<file path="config.mk">
export PLATFORM = sky130hd
export DESIGN_NAME = vp_frame_tagger_flat
export DESIGN_NICKNAME = d
export VERILOG_FILES = /design/src/rtl/vp_pkg.sv /design/src/rtl/vp_frame_tagger_if.sv /design/src/rtl/vp_sync_gen.sv /design/src/rtl/vp_frame_tagger.sv /design/src/flat_wrapper.sv
export SDC_FILE = /design/constraint.sdc
export NUM_CORES = 1
export LEC_CHECK = 0
export BUFFER_PORTS_ARGS = -buffer_cell sky130_fd_sc_hd__buf_2
export CAP_MARGIN = 20
export CORE_MARGIN = 4
export CORE_UTILIZATION = 44
export CTS_BUF_LIST = sky130_fd_sc_hd__clkbuf_2
export CTS_CLUSTER_DIAMETER = 150
export CTS_CLUSTER_SIZE = 14
export DETAILED_ROUTE_END_ITERATION = 6
export PLACE_DENSITY_LB_ADDON = 0.05
export REMOVE_ABC_BUFFERS = 1
export SLEW_MARGIN = 20
export SYNTH_ARGS = -nofsm -noshare
export SYNTH_HDL_FRONTEND = slang
export SYNTH_SLANG_ARGS = --single-unit
</file>
<file path="constraint.sdc">
create_clock -name clk -period 2 [get_ports clk]
set_input_delay 0.2 -clock clk [delete_from_list [all_inputs] [get_ports clk]]
set_output_delay 0.2 -clock clk [all_outputs]
set_load 0.02 [all_outputs]
</file>
<file path="src/rtl/vp_pkg.sv">
// ---------------------------------------------------------------------------
// vp_pkg
// Shared defaults for the camera-to-DSP pixel path: data/counter widths,
// blanking-based sync timing and the VS source selection encoding.
// ---------------------------------------------------------------------------
package vp_pkg;

  // Widths
  localparam int unsigned DW_DEF       = 10;    // pixel data
  localparam int unsigned FW_DEF       = 8;     // frame counter (FW <= DW)
  localparam int unsigned TAG_LEN_DEF  = 20;    // tagged pixels per line
  localparam int unsigned PW_DEF       = 10;    // pixel counter
  localparam int unsigned BW_DEF       = 20;    // blanking counter

  // Sync timing, counted in blanking cycles
  localparam int unsigned HS_START_DEF = 8;
  localparam int unsigned HS_WIDTH_DEF = 128;
  localparam int unsigned VS_START_DEF = 9408;
  localparam int unsigned VS_END_DEF   = 15680;

  // Source of vs_out
  typedef enum logic {
    VS_PASS  = 1'b0,  // registered copy of the sensor VS
    VS_REGEN = 1'b1   // regenerated from the blanking length
  } vs_mode_e;

endpackage

</file>
<file path="src/rtl/vp_frame_tagger_if.sv">
// ---------------------------------------------------------------------------
// vp_frame_tagger_if
// Video-port bundle: sensor side (vpd_in/href_in/vs_in) and DSP side
// (vpd_out/href_out/vs_out/hs_out).
//   slave  : the tagger's view (consumes sensor signals, drives DSP signals)
//   master : the environment's view (drives sensor signals, observes DSP side)
// ---------------------------------------------------------------------------
interface vp_frame_tagger_if #(
  parameter int unsigned DW = vp_pkg::DW_DEF
);

  logic [DW-1:0] vpd_in;
  logic          href_in;
  logic          vs_in;
  logic [DW-1:0] vpd_out;
  logic          href_out;
  logic          vs_out;
  logic          hs_out;

  modport slave (
    input  vpd_in, href_in, vs_in,
    output vpd_out, href_out, vs_out, hs_out
  );

  modport master (
    output vpd_in, href_in, vs_in,
    input  vpd_out, href_out, vs_out, hs_out
  );

endinterface

</file>
<file path="src/rtl/vp_sync_gen.sv">
// ---------------------------------------------------------------------------
// vp_sync_gen
// Counts horizontal-blanking cycles (href low) and derives HS (active low)
// and an internal VS pulse from fixed windows of that count.
//   clk, rst_n : pixel clock, asynchronous active-low reset
//   i_href     : sensor line-valid; clears the blanking count while high
//   o_hs       : registered HS, low while HS_START <= count < HS_START+HS_WIDTH
//   o_vs       : registered VS, high while VS_START <= count < VS_END
// ---------------------------------------------------------------------------
module vp_sync_gen
  import vp_pkg::*;
#(
  parameter int unsigned BW       = BW_DEF,
  parameter int unsigned HS_START = HS_START_DEF,
  parameter int unsigned HS_WIDTH = HS_WIDTH_DEF,
  parameter int unsigned VS_START = VS_START_DEF,
  parameter int unsigned VS_END   = VS_END_DEF
) (
  input  logic clk,
  input  logic rst_n,
  input  logic i_href,
  output logic o_hs,
  output logic o_vs
);

  logic [BW-1:0] r_blank_cnt;
  logic          r_hs;
  logic          r_vs;
  logic [31:0]   w_blank;
  logic          w_hs_win;
  logic          w_vs_win;

  // Compare in 32 bits so window limits beyond 2^BW simply never match.
  assign w_blank  = 32'(r_blank_cnt);
  assign w_hs_win = (w_blank >= HS_START) && (w_blank < HS_START + HS_WIDTH);
  assign w_vs_win = (w_blank >= VS_START) && (w_blank < VS_END);

  // NOTE: state is updated with non-blocking assignments so every flop samples
  // the pre-edge values regardless of statement order.
  always_ff @(posedge clk or negedge rst_n) begin
    if (!rst_n) begin
      r_blank_cnt <= '0;
      r_hs        <= 1'b1;
      r_vs        <= 1'b0;
    end else begin
      // Saturate instead of wrapping: a stalled sensor must not retrigger sync.
      if (i_href)
        r_blank_cnt <= '0;
      else if (r_blank_cnt != '1)
        r_blank_cnt <= r_blank_cnt + BW'(1);
      r_hs <= ~w_hs_win;
      r_vs <= w_vs_win;
    end
  end

  assign o_hs = r_hs;
  assign o_vs = r_vs;

endmodule

</file>
<file path="src/rtl/vp_frame_tagger.sv">
// ---------------------------------------------------------------------------
// vp_frame_tagger
// Pixel path between sensor and DSP with one registered cycle of latency.
// Regenerates HS (and VS when VS_MODE = VS_REGEN) from the blanking length
// and overwrites the first TAG_LEN pixels of each line with the frame number,
// left-justified, so the DSP can detect dropped or repeated frames.
//
// Ports:
//   clk       pixel clock (sensor PCLK)
//   nReset    asynchronous active-low reset; release is expected to be
//             synchronised to clk by the system reset logic
//   vp        video-port bundle (slave modport): vpd/href/vs in,
//             vpd/href/vs/hs out
//   tag_en    1 = insert tag, 0 = pure data passthrough
//   fsin_out  frame-sync to the sensor, tied low
//   frame_cnt current frame number (debug)
//
// Build option VP_LINE_TAG_EN: adds a DW-bit line counter (cleared on the VS
// rising edge, incremented on each href rising edge) that is written into
// pixels TAG_LEN .. 2*TAG_LEN-1 of each line while tag_en = 1. PW must then
// be large enough to count to 2*TAG_LEN.
// ---------------------------------------------------------------------------
module vp_frame_tagger
  import vp_pkg::*;
#(
  parameter int unsigned DW       = DW_DEF,
  parameter int unsigned FW       = FW_DEF,
  parameter int unsigned TAG_LEN  = TAG_LEN_DEF,
  parameter int unsigned PW       = PW_DEF,
  parameter int unsigned BW       = BW_DEF,
  parameter int unsigned HS_START = HS_START_DEF,
  parameter int unsigned HS_WIDTH = HS_WIDTH_DEF,
  parameter int unsigned VS_START = VS_START_DEF,
  parameter int unsigned VS_END   = VS_END_DEF,
  parameter vs_mode_e    VS_MODE  = VS_REGEN
) (
  input  logic                    clk,
  input  logic                    nReset,
  vp_frame_tagger_if.slave        vp,
  input  logic                    tag_en,
  output logic                    fsin_out,
  output logic [FW-1:0]           frame_cnt
);

  logic [PW-1:0] r_pix_cnt;
  logic [FW-1:0] r_frame_cnt;
  logic [DW-1:0] r_vpd;
  logic          r_href;
  logic          r_vs_pass;
  logic          r_vs_q;

  logic          w_hs;
  logic          w_vs_int;
  logic          w_vs_sel;
  logic          w_vs_rise;
  logic          w_tag_win;
  logic [DW-1:0] w_frame_tag;
  logic [DW-1:0] w_vpd_next;

  vp_sync_gen #(
    .BW       (BW),
    .HS_START (HS_START),
    .HS_WIDTH (HS_WIDTH),
    .VS_START (VS_START),
    .VS_END   (VS_END)
  ) u_sync_gen (
    .clk    (clk),
    .rst_n  (nReset),
    .i_href (vp.href_in),
    .o_hs   (w_hs),
    .o_vs   (w_vs_int)
  );

  // Both sources are already registered, so vs_out keeps the 1-cycle latency.
  assign w_vs_sel  = (VS_MODE == VS_REGEN) ? w_vs_int : r_vs_pass;
  assign w_vs_rise = w_vs_sel & ~r_vs_q;

  // pix_cnt is 0 on the first active pixel because it is held clear in blanking.
  assign w_tag_win   = vp.href_in && (r_pix_cnt < PW'(TAG_LEN));
  assign w_frame_tag = DW'(r_frame_cnt) << (DW - FW);

`ifdef VP_LINE_TAG_EN
  logic [DW-1:0] r_line_cnt;
  logic          w_line_win;

  assign w_line_win = vp.href_in && (r_pix_cnt >= PW'(TAG_LEN))
                      && (r_pix_cnt < PW'(2 * TAG_LEN));

  // r_href is the previous href_in, so href_in & ~r_href marks a line start.
  always_ff @(posedge clk or negedge nReset) begin
    if (!nReset)
      r_line_cnt <= '0;
    else if (w_vs_rise)
      r_line_cnt <= '0;
    else if (vp.href_in && !r_href)
      r_line_cnt <= r_line_cnt + DW'(1);
  end
`endif

  // NOTE: every always_comb output gets a default first, so no path can leave
  // it unassigned and infer a latch.
  always_comb begin
    w_vpd_next = vp.vpd_in;
    if (tag_en && w_tag_win)
      w_vpd_next = w_frame_tag;
`ifdef VP_LINE_TAG_EN
    else if (tag_en && w_line_win)
      w_vpd_next = r_line_cnt;
`endif
  end

  always_ff @(posedge clk or negedge nReset) begin
    if (!nReset) begin
      r_pix_cnt   <= '0;
      r_frame_cnt <= '0;
      r_vpd       <= '0;
      r_href      <= 1'b0;
      r_vs_pass   <= 1'b0;
      r_vs_q      <= 1'b0;
    end else begin
      if (!vp.href_in)
        r_pix_cnt <= '0;
      else if (r_pix_cnt != '1)
        r_pix_cnt <= r_pix_cnt + PW'(1);

      // The tag above already used the pre-increment frame number this cycle.
      if (w_vs_rise)
        r_frame_cnt <= r_frame_cnt + FW'(1);

      r_vpd     <= w_vpd_next;
      r_href    <= vp.href_in;
      r_vs_pass <= vp.vs_in;
      r_vs_q    <= w_vs_sel;
    end
  end

  assign vp.vpd_out  = r_vpd;
  assign vp.href_out = r_href;
  assign vp.vs_out   = w_vs_sel;
  assign vp.hs_out   = w_hs;
  assign fsin_out    = 1'b0;
  assign frame_cnt   = r_frame_cnt;

endmodule

</file>
<file path="src/flat_wrapper.sv">
// flat-port wrapper written by rule: the top's interface ports become plain ports
module vp_frame_tagger_flat import vp_pkg::*;
#(
  parameter int unsigned DW       = DW_DEF,
  parameter int unsigned FW       = FW_DEF,
  parameter int unsigned TAG_LEN  = TAG_LEN_DEF,
  parameter int unsigned PW       = PW_DEF,
  parameter int unsigned BW       = BW_DEF,
  parameter int unsigned HS_START = HS_START_DEF,
  parameter int unsigned HS_WIDTH = HS_WIDTH_DEF,
  parameter int unsigned VS_START = VS_START_DEF,
  parameter int unsigned VS_END   = VS_END_DEF,
  parameter vs_mode_e    VS_MODE  = VS_REGEN
)
  (clk, nReset, tag_en, fsin_out, frame_cnt, vp_vpd_in, vp_href_in, vp_vs_in, vp_vpd_out, vp_href_out, vp_vs_out, vp_hs_out);
  vp_frame_tagger_if #(.DW(DW)) vp_i ();
  input  logic clk;
  input  logic nReset;
  input  logic tag_en;
  output logic fsin_out;
  output logic [FW-1:0] frame_cnt;
  input wire logic [$bits(vp_i.vpd_in)-1:0] vp_vpd_in;
  input wire logic [$bits(vp_i.href_in)-1:0] vp_href_in;
  input wire logic [$bits(vp_i.vs_in)-1:0] vp_vs_in;
  output wire logic [$bits(vp_i.vpd_out)-1:0] vp_vpd_out;
  output wire logic [$bits(vp_i.href_out)-1:0] vp_href_out;
  output wire logic [$bits(vp_i.vs_out)-1:0] vp_vs_out;
  output wire logic [$bits(vp_i.hs_out)-1:0] vp_hs_out;
  assign vp_i.vpd_in = vp_vpd_in;
  assign vp_i.href_in = vp_href_in;
  assign vp_i.vs_in = vp_vs_in;
  assign vp_vpd_out = vp_i.vpd_out;
  assign vp_href_out = vp_i.href_out;
  assign vp_vs_out = vp_i.vs_out;
  assign vp_hs_out = vp_i.hs_out;
  vp_frame_tagger #(.DW(DW), .FW(FW), .TAG_LEN(TAG_LEN), .PW(PW), .BW(BW), .HS_START(HS_START), .HS_WIDTH(HS_WIDTH), .VS_START(VS_START), .VS_END(VS_END), .VS_MODE(VS_MODE)) u_core (.clk(clk), .nReset(nReset), .vp(vp_i), .tag_en(tag_en), .fsin_out(fsin_out), .frame_cnt(frame_cnt));
endmodule
</file>
==> run metrics <==
result of the run=complete, no violations; remaining number of nets flagged by the antenna check after routing=0; Critical R2R Capture=u_core.vp.vpd_out[5]$_DFF_PN0_; pin count of the biggest net entering global routing=33; area of the core=5642 µm²; count of flip-flops with a built-in enable after synthesis=0; category of the worst setup path launch point=flop; width of the die=85.28 µm; worst reg2reg startpoint=u_core.r_pix_cnt[3]$_DFFE_PN0P_; mapped cell area=2628 µm²; global placer's final weighted congestion=0.7505; FP Rows=27; register area share after synthesis=49.57%; area of the die=7272 µm²; unrepaired setup endpoints after global routing=no; xor and xnor area share after synthesis=4.000%; cell area after placement=2944 µm²; maximum vdd ir drop=0.0002526 V; clk root buf=clkbuf_2; CP max FO=10; flops & latches, synth=52; Iter 0 DRT Violations=82; Leak=1.477 nW; post-DR vias/cell=5.519; maximum clock rate=0.5474 GHz; pins over their slew limit=0; first-pass GRT wire length=9.315 mm; share of synthesized cell area in and, or, nand and nor gates=23.57%; Synth Instances=247; last element of the critical path=u_core.vp.vpd_out[5]$_DFF_PN0_; Async S/R FF share, synth=100.0%; die span in y=85.28 µm; clk_skew=20.88 ps; buffer levels on the longest clock path=2; actual slew at the worst max-slew pin=598.8 ps; global-route total usage across every layer=15.74%; Antenna Cells=0; clock-pin slew on the worst setup and hold paths=250 ps; detailed-routing iteration count for the pre-antenna-repair pass=4; final instance area=3119 µm²; setup violators final=0; DRC Markers=0; Final #Nets=320; IO Port Bufs=34; Primary FF master, synth=dfrtp_1; multi-input logic area=1234 µm²; register cell area after layout=1303 µm²; Detailed Place HPWL=3.916 mm; setup slack of the worst register-to-register path=170 ps; number of distinct library cell variants in the gate-level netlist after synthesis=51; vias in the first global route=1904; clock tree from TritonCTS=yes; number of antenna violations at the first check in global routing=0; H-tree levels=2; Post CTS Setup Buffer Count=0; Setup crit end kind=flop; starting utilization of the core area=46.57%; Filler Cell Count=509; Worst Hold Class=in -> reg; Total Neg Setup Slack=0 ps; post-synthesis to final-layout area growth=18.71%; dominant combinational cell family by area after synthesis=simple AND/OR/NAND/NOR gates; number of buffers inserted during clock tree synthesis=5; worst setup path startpoint=u_core.r_pix_cnt[3]$_DFFE_PN0P_; worst relative slew slack=60.04%; Num Clock Sinks=52; top-level port count=37; Synth Area per Inst=10.64 µm²; Power per Cell Area=574.7 nW/µm²; complex-gate fraction of the synthesized area=10.62%; Final Hold Viols=0; clock period minus final worst setup slack=1827 ps; Clock Latency Late Sink=410 ps; max_cap viols=0; multiplexer fraction of the synthesized cell area=6.714%; cell count of the worst reg-to-reg path=4; Worst Path Required=2330 ps; number of warnings issued by yosys=0; average routed wire per standard cell=14.73 µm; routed vias=2064; Adder-Cell Fraction of Synth Area=1.905%; ratio of cells with drive above 1 in the final layout=26.16%; Routed Wire Length=5.510 mm; Overflow after GRT=0; type of the setup path with the least slack=reg -> reg; data arrival time at the worst-slack endpoint=2150 ps; share of the clock period used by the worst path=91.34%
cell families (layout without fill, tap and decap cells):
| logic type | after synthesis | after routing |
|---|---|---|
| and+or+nand+nor | 103 | 103 |
| DFF | 52 | 52 |
| AOI/OAI and AO/OA | 40 | 40 |
| buffers and inverters | 19 | 74 |
| muxes | 16 | 16 |
| xor gates and xnor gates | 12 | 12 |
| adders and majority gates | 4 | 4 |
| other | 1 | 1 |
final cells by class:
type | count | share of cell area [%]
multi-input combinational | 176 | 39.55
sequential | 52 | 41.76
tap | 72 | 2.888
clock buffer | 6 | 0.9627
inverter | 6 | 0.7220
timing repair buffer | 60 | 13.00
clock inverter | 2 | 1.123
stage by stage:
stage | hold WS (ps) | worst slack, ps | std cells | util, % | power [mW]
floorplan | -95.59 | 166.3 | 234 | - | 1.182
global placement | 204.9 | 203.0 | 355 | 52.18 | 1.270
detailed placement | 195.6 | 191.2 | 355 | 52.18 | 1.271
CTS | 64.75 | 165.2 | 374 | 55.29 | 1.827
global route | 29.00 | 7.929 | 374 | 55.29 | 1.885
finish | 90.75 | 173.2 | 374 | 55.29 | 1.793
registers in the layout, summed over array words and instances (netlist names):
register / cells
u_core.vp.vpd_out: 10
u_core.r_vs_q: 1
u_core.frame_cnt: 8
u_core.u_sync_gen.r_blank_cnt: 20
u_core.r_pix_cnt: 10
u_core.u_sync_gen.o_hs: 1
u_core.vp.href_out: 1
u_core.u_sync_gen.o_vs: 1
synthesized netlist by cell type (4+ instances only):
library cell | number | area [µm²]
a211oi_1 | 5 | 37.54
a21oi_1 | 5 | 25.02
a31oi_1 | 6 | 37.54
and3_1 | 6 | 37.54
buf_2 | 5 | 25.02
dfrtp_1 | 51 | 1276
ha_1 | 4 | 50.05
inv_1 | 6 | 22.52
mux2_2 | 12 | 135.1
nand2_1 | 10 | 37.54
nand3_1 | 12 | 60.06
nand4_1 | 10 | 62.56
nor2_1 | 23 | 86.33
nor2b_1 | 5 | 31.28
nor3_1 | 7 | 35.03
nor4_1 | 5 | 31.28
o21a_1 | 4 | 30.03
o21ai_0 | 5 | 25.02
xnor2_1 | 5 | 43.79
xor2_1 | 7 | 61.31
worst min-delay path by stage:
stage                           from                              end  slack, ps  depth (start not counted)
after global placement        nReset  u_core.r_pix_cnt[7]$_DFFE_PN0P_        200                          1
after floorplan               nReset  u_core.frame_cnt[0]$_DFFE_PN0P_       -100                          0
final                     vp_href_in     u_core.vp.href_out$_DFF_PN0_         90                          2
after CTS                 vp_href_in     u_core.vp.href_out$_DFF_PN0_         60                          2
after detailed placement      nReset  u_core.r_pix_cnt[7]$_DFFE_PN0P_        200                          1
after global routing      vp_href_in     u_core.vp.href_out$_DFF_PN0_         30                          2
metal layers:
metal | track usage (%) | vias up | part of all wire (%)
li1 | - | 1025 | -
met1 | 22.54 | 984 | 49
met2 | 24.29 | 51 | 45
met3 | 3.398 | 4 | 5.9
met4 | 3.885 | 0 | 0.80
met5 | 0 | - | 0
cells in the final DEF (no fill, tap or decap), drive strengths merged, types with 2 or more instances in the layout:
master / instances
and4: 4
nand4: 13
inv: 6
buf: 49
dlygate4sd3: 11
nand2: 11
o21a: 4
and3: 6
and4b: 2
o2111ai: 3
nand3: 12
or2: 2
nor2b: 5
a31oi: 6
o211ai: 2
xnor2: 5
a21oi: 5
mux2i: 3
nor4: 7
xor2: 7
nor3: 7
a211oi: 5
clkbuf: 6
o41ai: 2
dfrtp: 51
and2: 3
o311ai: 2
o21ai: 5
mux2: 13
o31ai: 3
nor2: 23
or4: 3
ha: 4
power by group:
group	switching, mW	internal (mW)
clock	0.312	0.215
combinational	0.101	0.0733
sequential	0.0133	1.08
total	0.426	1.37
worst max-delay path: stages (launching register included):
cell     delay (ps)
dfrtp_1         490
o21ai_0         160
nand4_1          90
or4_1           630
mux2_2          360
repair_timing:
action,in CTS,in global routing
hold buffers,11,0
resized for setup,0,0
endpoints found under the hold margin,30,0
(Power assumes the default switching activity.)
